<file path="config.mk">
export PLATFORM = sky130hd
export DESIGN_NAME = window_queue
export DESIGN_NICKNAME = d
export VERILOG_FILES = /design/src/rtl/window_pkg.sv /design/src/rtl/window_slot.sv /design/src/rtl/window_queue.sv
export SDC_FILE = /design/constraint.sdc
export NUM_CORES = 1
export LEC_CHECK = 0
export ABC_AREA = 0
export BUFFER_PORTS_ARGS = -buffer_cell sky130_fd_sc_hd__buf_4
export CORE_MARGIN = 3
export CORE_UTILIZATION = 35
export DETAILED_ROUTE_END_ITERATION = 8
export SETUP_SLACK_MARGIN = 0.02
export SYNTH_ARGS = -nofsm -noshare
export SYNTH_HDL_FRONTEND = slang
export SYNTH_SLANG_ARGS = --single-unit
</file>
<file path="constraint.sdc">
create_clock -name iClk -period 10.05 [get_ports iClk]
set_input_delay 0.5025 -clock iClk [delete_from_list [all_inputs] [get_ports iClk]]
set_output_delay 0.5025 -clock iClk [all_outputs]
set_load 0.005 [all_outputs]
</file>
<file path="src/rtl/window_pkg.sv">
// rtl/window_pkg.sv - shared widths and scroll arithmetic for the obstacle window queue
package window_pkg;
    localparam int V_TOT  = 525;
    localparam int P_NUM  = 4;
    localparam int G_W    = 8;
    localparam int SPD_W  = 4;
    localparam int V_SIZE = $clog2(V_TOT);
    localparam int CNT_W  = $clog2(P_NUM + 1);

    // Scrolling clamps at the left edge instead of wrapping to a large x.
    function automatic logic [V_SIZE-1:0] sat_sub(input logic [V_SIZE-1:0] pos,
                                                  input logic [SPD_W-1:0]  spd);
        logic [V_SIZE-1:0] spd_ext;
        spd_ext = V_SIZE'(spd);
        return (pos > spd_ext) ? pos - spd_ext : '0;
    endfunction
endpackage

</file>
<file path="src/rtl/window_slot.sv">
// rtl/window_slot.sv - one queue slot holding x position, gap height and live flag
module window_slot
    import window_pkg::*;
(
    input  logic              clk,
    input  logic              rst_n,
    input  logic              clear,
    input  logic              tick,
    input  logic [SPD_W-1:0]  speed,
    input  logic              load,
    input  logic [V_SIZE-1:0] load_pos,
    input  logic [G_W-1:0]    load_gap,
    input  logic              shift,
    input  logic [V_SIZE-1:0] shift_pos,
    input  logic [G_W-1:0]    shift_gap,
    input  logic              shift_valid,
    output logic [V_SIZE-1:0] pos,
    output logic [G_W-1:0]    gap,
    output logic              valid,
    output logic [V_SIZE-1:0] scrolled_pos
);
    // Post-tick position, also offered to the lower neighbour when the head retires.
    assign scrolled_pos = (tick && valid) ? sat_sub(pos, speed) : pos;

    always_ff @(posedge clk or negedge rst_n) begin
        if (!rst_n) begin
            pos   <= '0;
            gap   <= '0;
            valid <= 1'b0;
        end else if (clear) begin
            pos   <= '0;
            gap   <= '0;
            valid <= 1'b0;
        end else if (load) begin
            pos   <= load_pos;
            gap   <= load_gap;
            valid <= 1'b1;
        end else if (shift) begin
            pos   <= shift_pos;
            gap   <= shift_gap;
            valid <= shift_valid;
        end else begin
            pos   <= scrolled_pos;
        end
    end
endmodule

</file>
<file path="src/rtl/window_queue.sv">
// rtl/window_queue.sv - scrolling ordered queue of obstacle windows with retire, push and overflow
module window_queue
    import window_pkg::*;
(
    input  logic                    iClk,
    input  logic                    iRst_n,
    input  logic                    iClear,
    input  logic                    iTick,
    input  logic [SPD_W-1:0]        iSpeed,
    input  logic                    iPush,
    input  logic [V_SIZE-1:0]       iValue,
    input  logic [G_W-1:0]          iGap,
    output logic [P_NUM*V_SIZE-1:0] oWindowsPos,
    output logic [P_NUM*G_W-1:0]    oWindowsGap,
    output logic [P_NUM-1:0]        oValid,
    output logic [CNT_W-1:0]        oCount,
    output logic                    oFull,
    output logic                    oEmpty,
    output logic                    oRetire,
    output logic                    oOverflow
);
    logic [P_NUM-1:0][V_SIZE-1:0] pos;
    logic [P_NUM-1:0][V_SIZE-1:0] scrolled;
    logic [P_NUM-1:0][G_W-1:0]    gap;
    logic [P_NUM-1:0]             valid;
    logic [CNT_W-1:0]             count;
    logic [CNT_W-1:0]             cnt_after;
    logic [CNT_W-1:0]             count_next;
    logic                         retire;
    logic                         push_ok;
    logic                         overflow;

    // Retire happens before append, so a full queue can accept a push on a retiring tick.
    assign retire     = iTick && valid[0] && (scrolled[0] == '0);
    assign cnt_after  = count - CNT_W'(retire);
    assign push_ok    = iPush && (cnt_after != CNT_W'(P_NUM));
    assign overflow   = iPush && !push_ok;
    assign count_next = cnt_after + CNT_W'(push_ok);

    for (genvar k = 0; k < P_NUM; k++) begin : g_slot
        logic [V_SIZE-1:0] nb_pos;
        logic [G_W-1:0]    nb_gap;
        logic              nb_valid;

        if (k == P_NUM - 1) begin : g_tail
            assign nb_pos   = '0;
            assign nb_gap   = '0;
            assign nb_valid = 1'b0;
        end else begin : g_inner
            assign nb_pos   = scrolled[k+1];
            assign nb_gap   = gap[k+1];
            assign nb_valid = valid[k+1];
        end

        window_slot u_slot (
            .clk          (iClk),
            .rst_n        (iRst_n),
            .clear        (iClear),
            .tick         (iTick),
            .speed        (iSpeed),
            .load         (push_ok && (cnt_after == CNT_W'(k))),
            .load_pos     (iValue),
            .load_gap     (iGap),
            .shift        (retire),
            .shift_pos    (nb_pos),
            .shift_gap    (nb_gap),
            .shift_valid  (nb_valid),
            .pos          (pos[k]),
            .gap          (gap[k]),
            .valid        (valid[k]),
            .scrolled_pos (scrolled[k])
        );
    end

    assign oWindowsPos = pos;
    assign oWindowsGap = gap;
    assign oValid      = valid;
    assign oCount      = count;

    always_ff @(posedge iClk or negedge iRst_n) begin
        if (!iRst_n) begin
            count     <= '0;
            oFull     <= 1'b0;
            oEmpty    <= 1'b1;
            oRetire   <= 1'b0;
            oOverflow <= 1'b0;
        end else if (iClear) begin
            count     <= '0;
            oFull     <= 1'b0;
            oEmpty    <= 1'b1;
            oRetire   <= 1'b0;
            oOverflow <= 1'b0;
        end else begin
            count     <= count_next;
            oFull     <= (count_next == CNT_W'(P_NUM));
            oEmpty    <= (count_next == '0);
            oRetire   <= retire;
            oOverflow <= overflow;
        end
    end
endmodule

</file>
==> metrics.md, run 1 <==
| Metric | Value |
|---|---|
| Placed insts | roughly 910 |
| Vias per cell | 5.93 |
| Final nets | 785 |
| Max-cap violations | 0 |
| WL met1 | ~8500 um |
| Cell variety after synth | 56 |
| Share of cells above drive strength 1 | 0.184 |
| Final Setup Violations | 0 |
| Synth area leaders | dfrtp_1 38%, nand2_1 8.0%, nor2_1 5.2%, a311oi_1 5.2%, ha_1 4.4% |
| Synth top area share | 0.382 |
| Final hold violations | 0 |
| Die Height | 130 um |
| Total Routing Usage GR | 0.224 |
| Met3 wire length | 1210 um |
| Starting density of the core | 0.364 |
| CTS Sinks | 83 |
| Worst Path Max Fanout | 65 |
| Synthesized cell area | approximately 5400 um^2 |
| Cell count after synthesis | roughly 650 |
| Syn nets | 704 |
| Die area | 16,900 um^2 |
| WP data arrival | between 5000 and 6000 ps |
| Post-route insts no fill | just over 900 |
| Number of flops mapped to enable cells by yosys | 0 |
| Cell with the most instances after synthesis | nand2_1 |
| Top post-synthesis cells by count | 115 x nand2_1, 82 x dfrtp_1, 75 x nor2_1, 38 x a21oi_1, 33 x nand3_1 |
| Root Buffer | clkbuf_16 |
| Final WL | between 15,000 and 20,000 um |
| Hpwl dp | between 10,000 and 15,000 um |
| Diode count | 0 |
| #FFs+latches synth | 83 |
| Register area share after synthesis | 0.387 |
| Clock network latency to the later pin of the worst-skew pair | 340 ps |
| Top FF cell, synth | dfrtp_1 |
| Worst vdd ir | 0.0000824 V |
| Clock slew at reported path FFs | around 70 ps |
| CTS tree | yes |
| I/O pin count | 110 |
| Register-to-Register Path Depth | 19 |
| Power per cell area | approximately 150 nW/um^2 |
| RSZ-0062 raised after global routing | no |
| Post-DP Area | roughly 6300 um^2 |
| Met2 wire length | approximately 8800 um |
| DRT Pass-1 Iters | 5 |
| Detail Route Antenna Nets | 0 |
| Internal | between 0.6 and 0.7 mW |
| Post-synth top area cell | dfrtp_1 |
| Final Max Slew Viols | 0 |
| Logic gate share of total power | 0.256 |
| Synth warnings | 0 |
| Placer Congestion | 0.898 |
| Via count | ~5,500 |
| Outcome | complete, no violations |
| Vias in the first global route | between 5,000 and 6,000 |
| Grt total ovfl | 0 |
| Reg power frac | 0.401 |
| Worst Tran Pin Value | about 1000 ps |
| Fin area | about 6600 um^2 |
| Initial antenna violation count | 0 |
| CP required | 10,320 ps |
| FFs w/ async S/R, synth | 1.00 |
| Filler cell count | 1,468 |
| Crit end category | flop |
| TritonCTS buffer count | 9 |
| Setup TNS | 0 ps |
| Max Root-Sink Buffers | 2 |
| Port-buffer cells | between 100 and 150 |
| Switching pwr | between 0.3 and 0.4 mW |
| Largest net degree at the start of global routing | 66 |
| Row cnt | 44 |
| DRC | 0 |
| Worst Skew | 7.58 ps |
| Crit start category | flop |
| Post-CTS sizing | 0 |
| Minimum clock period | about 5600 ps |
| Post-CTS Setup Bufs | 0 |
| Top sig layer | met4 |
| Core Region | 14,800 um^2 |
| Final core utilization | 0.445 |
| Die width | roughly 130 um |
| Setup CP Type | flop to flop |
| WL/cell | 20.6 um |
| Max Fclk | about 180 MHz |
| Syn Area/Cell | 8.21 um^2 |
| Switching part of the total | 0.324 |
| Clock share of power | 0.343 |
| Starting DRC count in detailed routing | around 420 |
| Max H-tree Level | 3 |
| Leak | 2.94 nW |
| Worst hold path class | primary input to async pin |
| Final Cycle Share | 0.553 |
| CTS Hold Bufs | 0 |
| Global-route wire length before repair | between 20,000 and 30,000 um |
| Synth-to-layout area growth | 22.4% |
| Max_slew headroom | 0.317 |
cells in the final DEF (no fill, tap or decap), types with 3 or more instances in the layout:
cell       netlist  routed
a211oi_1         5       5
o211ai_1         3       3
a22oi_1          4       4
o31a_1           3       3
buf_4            4     114
ha_1            19      19
nand3b_1         4       4
nand4_1          8       8
o311ai_0         5       5
a21oi_1         38      38
fa_1             4       4
nor2_1          75      75
nand2_1        115     115
a21o_1           7       7
dfrtp_1         82      82
and3_1           3       3
nor4_1           8       8
nor3_1          21      21
inv_1           20      20
or3_1           22      22
clkbuf_16        0       9
nand3_1         33      33
xnor2_1         14      14
xor2_1           6       6
and4b_1          3       3
a31oi_1          6       6
o21ai_0         17      17
o31ai_1          3       3
a32oi_1          3       3
o21a_1           5       5
a311oi_1        32      32
nor2b_1         10      10
or4_1            4       4
sequential cells by signal, indices dropped and copies added, names as in the netlist:
| signal | cells |
|---|---|
| oOverflow | 1 |
| g_slot.u_slot.gap | 32 |
| oEmpty | 1 |
| oCount | 3 |
| g_slot.u_slot.valid | 4 |
| oFull | 1 |
| g_slot.u_slot.pos | 40 |
| oRetire | 1 |
metal layers:
layer / global-route usage / vias up
met1: 0.324 / 2676
met5: 0 / -
met3: 0.0242 / 31
met4: 0.0758 / 0
met2: 0.353 / 249
li1: - / 2522
cell type report:
class                      count  area, um^2  share of cell area
timing repair buffer         114         856               0.130
tap                          184         230              0.0350
sequential                    83        2080               0.316
clock buffer                  11         233              0.0354
multi-input combinational    507        3040               0.463
inverter                      20        75.1              0.0114
clock inverter                 5        56.3             0.00857
critical path, cell delays in order, from the launching register on:
cell and delay (ps):
dfrtp_1 390, inv_1 60, ha_1 150, inv_1 50
fa_1 410, nand3_1 170, nand4_1 180, or4_1 440
a21o_1 240, o2111ai_4 100, buf_4 560, inv_1 130
ha_1 220, ha_1 210, xor2_1 420, nor2_1 130
nand3_1 720, nand2_1 360, or3_1 440, nand3_1 70
cells by family (layout without fill, tap and decap cells):
| kind of cell | after synthesis | count (layout) | share of synthesized area |
|---|---|---|---|
| muxes | 2 | 2 | 0.00396 |
| adders and majority gates | 23 | 23 | 0.0592 |
| DFF | 83 | 83 | 0.387 |
| xor gates and xnor gates | 20 | 20 | 0.0326 |
| AOI/OAI and AO/OA | 145 | 145 | 0.192 |
| buffers and inverters | 64 | 150 | 0.0494 |
| and+or+nand+nor | 317 | 317 | 0.275 |
final timing paths:
check                                        startpoint                       to  slack [ps]
worst max register to register  g_slot[0].u_slot.pos[0]  g_slot[2].u_slot.pos[3]        4490
min in group iClk                               iGap[2]  g_slot[3].u_slot.gap[2]         430
worst max-delay path            g_slot[0].u_slot.pos[0]  g_slot[2].u_slot.pos[3]        4490
worst min-delay path                             iRst_n   g_slot[0].u_slot.valid         130
max in group asynchronous                        iRst_n  g_slot[3].u_slot.pos[7]        8950
worst min register to register  g_slot[0].u_slot.gap[4]  g_slot[0].u_slot.gap[4]         550
power by group through the flow:
stage	registers (mW)	clock network [mW]	logic [mW]
2_1_floorplan	0.383	0	0.144
3_3_place_gp	0.392	0	0.243
3_5_place_dp	0.392	0	0.245
4_1_cts	0.386	0.334	0.246
5_1_grt	0.389	0.349	0.270
6_report	0.386	0.330	0.247
through the flow:
stage | hold WS [ps] | setup WS, ps | power [mW]
floorplan | 207 | 5760 | 0.527
global placement | 516 | 4520 | 0.634
detailed placement | 519 | 4270 | 0.637
CTS | 150 | 4530 | 0.966
global route | 162 | 4070 | 1.01
finish | 129 | 4490 | 0.963
Power figures use the tool's default switching activity.
==> run 2: changes to the inputs <==
Settings changed: ABC_AREA 0 to 1.
Clock period 10.05 ns to 4.7 ns, I/O delays scaled along.
==> run 2 against run 1 <==
Compared with the run above: global-route usage decreased by 2.1 points; sequential cell count unchanged; final cell count increased by 27%; power increased to 2.6 times the previous value; critical path depth increased by 8; register-to-register slack got worse by 3900 ps; largest cell class unchanged.
==> metrics.md, run 2 <==
| Metric | Value |
|---|---|
| Final hold violations | 0 (unchanged) |
| Port-buffer cells | 109 (unchanged) |
| Cell with the most instances after synthesis | nand2_1 (unchanged) |
| Worst hold path class | primary input to flop (was primary input to async pin) |
| Placed insts | 1,159 (was 908) |
| TritonCTS buffer count | 9 (unchanged) |
| Total Routing Usage GR | 0.204 (was 0.224) |
| Number of flip-flops in the largest register | 40 (unchanged) |
| Initial antenna violation count | 0 (unchanged) |
| Minimum clock period | 4160 ps (was 5560 ps) |
| Global-route wire length before repair | 29,700 um (was 29,400 um) |
| Starting DRC count in detailed routing | 361 (was 423) |
| Share of cells above drive strength 1 | 0.167 (was 0.184) |
| Grt total ovfl | 0 (unchanged) |
| Synth warnings | 0 (unchanged) |
| Final worst slack | 544 ps (was 4490 ps) |
| Synth area leaders | dfrtp_1 35%, nand2_1 11%, inv_1 9.7%, o21ai_0 7.0%, nand3_1 6.9% (was dfrtp_1 38%, nand2_1 8.0%, nor2_1 5.2%, a311oi_1 5.2%, ha_1 4.4%) |
| Diode count | 0 (unchanged) |
| RSZ-0062 raised after global routing | no (unchanged) |
| Setup CP Type | flop to flop (unchanged) |
| Synth top area share | 0.350 (was 0.382) |
| Commonest non-fill, non-tap cell in the layout | nand2_1 (unchanged) |
| CP required | 4890 ps (was 10,320 ps) |
| Vias per cell | 5.01 (was 5.93) |
| Setup WS pre-CTS | 487 ps (was 4270 ps) |
| DRT Pass-1 Iters | 5 (unchanged) |
| Synthesized cell area | 5870 um^2 (was 5370 um^2) |
| Top FF cell, synth | dfrtp_1 (unchanged) |
| Final nets | 1,005 (was 785) |
| Vias in the first global route | 5,682 (was 5,121) |
| Largest net degree at the start of global routing | 45 (was 66) |
| Number of flops mapped to enable cells by yosys | 0 (unchanged) |
| DRC | 0 (unchanged) |
| WL/cell | 15.5 um (was 20.6 um) |
| Worst Skew | 5.45 ps (was 7.58 ps) |
| WP data arrival | 4350 ps (was 5830 ps) |
| Post-DP Area | 6840 um^2 (was 6280 um^2) |
| Placer Congestion | 0.880 (was 0.898) |
| Crit end category | flop (unchanged) |
| Power per cell area | 343 nW/um^2 (was 147 nW/um^2) |
| Core Region | 16,200 um^2 (was 14,800 um^2) |
| Commonest non-fill, non-tap cells in the layout | 172 x nand2_1, 150 x inv_1, 121 x buf_4, 82 x o21ai_0, 82 x dfrtp_1 (was 115 x nand2_1, 114 x buf_4, 82 x dfrtp_1, 75 x nor2_1, 38 x a21oi_1) |
| Leak | 3.89 nW (was 2.94 nW) |
| Starting density of the core | 0.363 (was 0.364) |
| Max_slew headroom | 0.567 (was 0.317) |
| Syn nets | 911 (was 704) |
| Synth-to-layout area growth | 22.9% (was 22.4%) |
| Top post-synthesis cells by count | 172 x nand2_1, 151 x inv_1, 82 x dfrtp_1, 82 x o21ai_0, 81 x nand3_1 (was 115 x nand2_1, 82 x dfrtp_1, 75 x nor2_1, 38 x a21oi_1, 33 x nand3_1) |
| Hpwl dp | 14,300 um (was 14,100 um) |
| Cell count after synthesis | 861 (was 654) |
| Post-synth top area cell | dfrtp_1 (unchanged) |
| Outcome | complete, no violations (unchanged) |
| Register area share after synthesis | 0.354 (was 0.387) |
| Die width | 136 um (was 130 um) |
| Via count | 5,890 (was 5,478) |
| Worst Path Max Fanout | 17 (was 65) |
| Syn Area/Cell | 6.82 um^2 (was 8.21 um^2) |
| CTS Sinks | 83 (unchanged) |
| Worst Tran Pin Value | 649 ps (was 1020 ps) |
| #FFs+latches synth | 83 (unchanged) |
| Clock slew at reported path FFs | 60 ps (was 70 ps) |
| Max Fclk | 241 MHz (was 180 MHz) |
| Clock network latency to the later pin of the worst-skew pair | 340 ps (about the same) |
| CTS tree | yes (unchanged) |
| Cell variety after synth | 36 (was 56) |
| Fin area | 7220 um^2 (was 6570 um^2) |
| Largest regs | g_slot.u_slot.pos: 40 flops, g_slot.u_slot.gap: 32 flops, g_slot.u_slot.valid: 4 flops (unchanged) |
| Post-CTS Setup Bufs | 0 (unchanged) |
| Multi-input logic area | 3020 um^2 (was 3040 um^2) |
| Final WL | 18,200 um (was 19,000 um) |
| Crit start category | flop (unchanged) |
| Worst vdd ir | 0.000139 V (was 0.0000824 V) |
| Setup TNS | 0 ps (unchanged) |
| Die area | 18,400 um^2 (was 16,900 um^2) |
| Biggest register | g_slot.u_slot.pos (unchanged) |
| Filler cell count | 1,659 (was 1,468) |
| Row cnt | 46 (was 44) |
| Final Max Slew Viols | 0 (unchanged) |
| Max-cap violations | 0 (unchanged) |
| Post-route insts no fill | 1,176 (was 924) |
| Root Buffer | clkbuf_16 (unchanged) |
| Final Setup Violations | 0 (unchanged) |
| FFs w/ async S/R, synth | 1.00 (unchanged) |
| Detail Route Antenna Nets | 0 (unchanged) |
| I/O pin count | 110 (unchanged) |
| Max H-tree Level | 3 (unchanged) |
| Storage element area | 2080 um^2 (unchanged) |
| Die Height | 136 um (was 130 um) |
| Max Root-Sink Buffers | 2 (unchanged) |
| Final Cycle Share | 0.884 (was 0.553) |
run 2: changes by cell type in the layout (fill, tap and decap cells not counted), sizes merged, moves of 10 or more:
cell,change
nand2,+58
or3,-22
nand4,+19
a311oi,-32
xnor2,-13
inv,+132
nor2b,-10
a21oi,+21
o21ai,+78
nand3,+58
run 2: cell families (layout without fill, tap and decap cells):
group	count (synthesis)	count (layout)	synth area share
compound gates	169	169	0.151
flops	83	83	0.354
xor+xnor	7	7	0.0104
simple gates	386	386	0.296
fa+ha+maj	23	23	0.0541
buf+inv	193	292	0.134
run 2: final timing paths:
| kind | startpoint | slack, ps | to | cells past startpoint |
|---|---|---|---|---|
| max | g_slot[0].u_slot.pos[0] | 540 | g_slot[3].u_slot.valid | 27 |
| min | iPush | 220 | oOverflow | 3 |
| max reg2reg | g_slot[0].u_slot.pos[0] | 540 | g_slot[3].u_slot.valid | 27 |
| min reg2reg | g_slot[1].u_slot.gap[3] | 540 | g_slot[1].u_slot.gap[3] | 2 |
| max in group asynchronous | iRst_n | 3330 | g_slot[1].u_slot.pos[0] | 3 |
| min in group asynchronous | iRst_n | 390 | g_slot[0].u_slot.gap[0] | 2 |
run 2: power breakdown:
group	switching [mW]	internal, mW	leakage (nW)
Sequential	0.0714	0.785	1.13
Combinational	0.493	0.294	2.59
Clock	0.295	0.535	0.169
run 2: area by class of cell:
| type | instances | share of cell area |
|---|---|---|
| Tap cell | 216 | 0.0374 |
| Clock inverter | 6 | 0.0154 |
| Inverter | 154 | 0.0806 |
| Sequential cell | 83 | 0.288 |
| Timing Repair Buffer | 122 | 0.127 |
| Multi-Input combinational cell | 585 | 0.418 |
| Clock buffer | 10 | 0.0331 |
run 2: layer usage:
layer  vias up  GRT usage  share of wire
met5         -          0              0
met4         0     0.0582          0.013
met3        16     0.0331          0.060
met2       171      0.325           0.46
met1      2743      0.286           0.46
li1       2960          -              -
run 2: worst max-delay path: stages, from the launching register on:
cell and delay [ps]:
dfrtp_1 400, inv_1 70, ha_1 130, inv_1 60, fa_1 380, nand2_1 90, nand2_1 90, nand2_1 150
nand3_1 90, nand2_1 90, nand2_1 80, nand3_1 110, nor2_1 40, nand2_1 90, nor2_4 80, nand2_1 100
inv_1 50, ha_1 170, ha_1 190, or2_2 300, nand2_1 100, inv_1 80, nor2_1 170, nand2_1 70
nand2_1 60, clkinv_1 390, nand2_1 300, o21ai_1 90
run 2: metrics by stage:
stage / hold WS, ps / utilization / total power, mW
3_3_place_gp: 243 / 0.423 / 1.66
3_5_place_dp: 244 / 0.423 / 1.65
2_1_floorplan: -60.6 / - / 1.36
5_1_grt: 239 / 0.446 / 2.64
4_1_cts: 208 / 0.445 / 2.49
6_report: 218 / 0.446 / 2.47
run 2: what timing repair did:
item	4_1_cts	5_1_grt
hold endpoints to repair	38	0
setup endpoints to repair	0	47
gates resized for setup	0	3
hold buffers	1	0
==> run 3: changes to the inputs <==
Settings changed: CELL_PAD_IN_SITES_DETAIL_PLACEMENT from default to 1, CELL_PAD_IN_SITES_GLOBAL_PLACEMENT from default to 1, PLACE_DENSITY_LB_ADDON from default to 0.1.
==> run 3 against run 2 <==
Compared with the run above: maximum frequency shrank 2.8%; critical path depth grew 3; routed wire length grew 17%; final cell count grew 0.26%; sequential cell count is the same; sequential power is essentially flat; critical path type unchanged.
==> metrics.md, run 3 (synthesis results as in run 2) <==
| Metric | Value |
|---|---|
| Outcome | complete, no violations (unchanged) |
| I/O pin count | 110 (unchanged) |
| CP max-delay cell | dfrtp_1 (unchanged) |
| Power per cell area | 337 nW/um^2 (was 343 nW/um^2) |
| Crit end category | flop (unchanged) |
| Final Cycle Share | 0.909 (was 0.884) |
| Final WL | 21,200 um (was 18,200 um) |
| Clock slew at reported path FFs | 60 ps (about the same) |
| Crit start category | flop (unchanged) |
| Starting density of the core | 0.363 (unchanged) |
| Total Routing Usage GR | 0.234 (was 0.204) |
| End of the worst hold path | oOverflow (unchanged) |
| CP required | 4930 ps (was 4890 ps) |
| Largest regs | g_slot.u_slot.pos: 40 flops, g_slot.u_slot.gap: 32 flops, g_slot.u_slot.valid: 4 flops (unchanged) |
| Final Max Slew Viols | 0 (unchanged) |
| Number of flip-flops in the largest register | 40 (unchanged) |
| Vias per cell | 5.19 (was 5.01) |
| Detail Route Antenna Nets | 0 (unchanged) |
| RSZ-0062 raised after global routing | yes (was no) |
| Hpwl dp | 16,600 um (was 14,300 um) |
| Worst Path Max Fanout | 15 (was 17) |
| Largest net degree at the start of global routing | 48 (was 45) |
| Commonest non-fill, non-tap cells in the layout | 172 x nand2_1, 150 x inv_1, 124 x buf_4, 82 x o21ai_0, 82 x dfrtp_1 (was 172 x nand2_1, 150 x inv_1, 121 x buf_4, 82 x o21ai_0, 82 x dfrtp_1) |
| Setup TNS | 0 ps (unchanged) |
| Max-cap violations | 0 (unchanged) |
| Biggest register | g_slot.u_slot.pos (unchanged) |
| Starting DRC count in detailed routing | 198 (was 361) |
| Setup CP Type | flop to flop (unchanged) |
| Leak | 3.88 nW (was 3.89 nW) |
| Final nets | 1,008 (was 1,005) |
| Placed insts | 1,161 (was 1,159) |
| Clock network latency to the later pin of the worst-skew pair | 340 ps (about the same) |
| Commonest non-fill, non-tap cell in the layout | nand2_1 (unchanged) |
| WHS Path Cells | 3 (unchanged) |
| Final core utilization | 0.445 (was 0.446) |
| Max_slew headroom | 0.560 (was 0.567) |
| Max Fclk | 234 MHz (was 241 MHz) |
| Worst Tran Pin Value | 659 ps (was 649 ps) |
| Synth-to-layout area growth | 22.6% (was 22.9%) |
| Reg2Reg Capture Point | g_slot[2].u_slot.pos[3] (was g_slot[3].u_slot.valid) |
| Max H-tree Level | 3 (unchanged) |
| Register-to-Register Path Depth | 30 (was 27) |
| Worst vdd ir | 0.000176 V (was 0.000139 V) |
| Via count | 6,123 (was 5,890) |
| TritonCTS buffer count | 9 (unchanged) |
| CTS tree | yes (unchanged) |
| Die width | 136 um (unchanged) |
| Total power | 2.43 mW (was 2.47 mW) |
| Row cnt | 46 (unchanged) |
| Share of cells above drive strength 1 | 0.170 (was 0.167) |
| WL/cell | 18.0 um (was 15.5 um) |
| DRT Pass-1 Iters | 4 (was 5) |
| Global-route wire length before repair | 33,800 um (was 29,700 um) |
| DRC | 0 (unchanged) |
| Core Region | 16,200 um^2 (unchanged) |
| WP data arrival | 4510 ps (was 4350 ps) |
| Max Root-Sink Buffers | 2 (unchanged) |
| Vias in the first global route | 6,395 (was 5,682) |
| Initial antenna violation count | 0 (unchanged) |
| Worst hold path class | primary input to flop (unchanged) |
| Minimum clock period | 4270 ps (was 4160 ps) |
| Slowest stage delay, CP | 390 ps (was 400 ps) |
| Grt total ovfl | 0 (unchanged) |
| CTS Sinks | 83 (unchanged) |
| Beginning of the worst hold path | iPush (unchanged) |
| R2R setup slack | 430 ps (was 540 ps) |
| Diode count | 0 (unchanged) |
| Final hold violations | 0 (unchanged) |
| Root Buffer | clkbuf_16 (unchanged) |
| Port-buffer cells | 109 (unchanged) |
| Die Height | 136 um (unchanged) |
| Placer Congestion | 0.877 (was 0.880) |
| Final Setup Violations | 0 (unchanged) |
| Post-route insts no fill | 1,179 (was 1,176) |
| Die area | 18,400 um^2 (unchanged) |
| Worst Skew | 7.51 ps (was 5.45 ps) |
| Hold WS | 210 ps (was 218 ps) |
| Crit-path most repeated cell | nand2_1 (unchanged) |
| Worst r2r src | g_slot[0].u_slot.pos[0] (unchanged) |
[run 3: changes by cell type in the layout (fill, tap and decap cells not counted)]
cell and delta:
nor2_2 +1, clkinv_1 -1, bufinv_16 -2, clkbuf_8 +1, nor2_4 -1, clkinvlp_4 +2, buf_4 +3
[run 3: what timing repair did]
action                     in CTS  in global routing
setup endpoints to repair       0                 19
hold endpoints to repair       36                  0
resized for setup               0                  3
hold buffers                    1                  0
setup buffers                   0                  1
[run 3: report_power, final]
group          internal [mW]  total, mW  switching (mW)
combinational          0.299      0.824           0.525
sequential             0.785      0.856          0.0717
clock                  0.442      0.748           0.306
total                   1.53       2.43           0.903
[run 3: layer usage]
layer / global-route usage / wire, um
met1: 0.307 / 9610
met2: 0.390 / 10200
met3: 0.0375 / 896
met4: 0.0845 / 551
met5: 0 / 0
[run 3: layout make-up]
| type | count | area [um^2] |
|---|---|---|
| repair buffers | 125 | 941 |
| clock inverters | 5 | 58.8 |
| clock buffers | 11 | 253 |
| multi-input cells | 585 | 3010 |
| well taps | 216 | 270 |
| fillers | 2123 | 8970 |
| inverters | 154 | 586 |
| flip-flops and latches | 83 | 2080 |
[run 3: worst max-delay path, delay by kind of cell (launching register included)]
kind                       cells  cell delay [ps]
adders and majority gates      4              880
and+or+nand+nor               18             2040
AOI/OAI and AO/OA              1               90
buffers and inverters          7              780
DFF                            1              390
[run 3: worst max path at each step]
stage                                       start                       to  slack (ps)  depth (start not counted)
after global routing      g_slot[0].u_slot.pos[0]  g_slot[2].u_slot.gap[7]          10                         29
after CTS                 g_slot[0].u_slot.pos[0]  g_slot[2].u_slot.gap[7]         290                         30
after detailed placement  g_slot[0].u_slot.pos[0]  g_slot[2].u_slot.gap[7]         360                         30
final                     g_slot[0].u_slot.pos[0]  g_slot[2].u_slot.pos[3]         430                         30
after floorplan           g_slot[0].u_slot.pos[0]  g_slot[2].u_slot.pos[0]         830                         28
after global placement    g_slot[0].u_slot.pos[0]  g_slot[2].u_slot.gap[6]         640                         30
[run 3: through the flow]
stage | setup slack, ps | cell area [um^2]
after CTS | 288 | 7180
after global routing | 11.3 | 7200
after floorplan | 832 | 5870
after global placement | 636 | 6860
final | 426 | 7200
after detailed placement | 355 | 6860
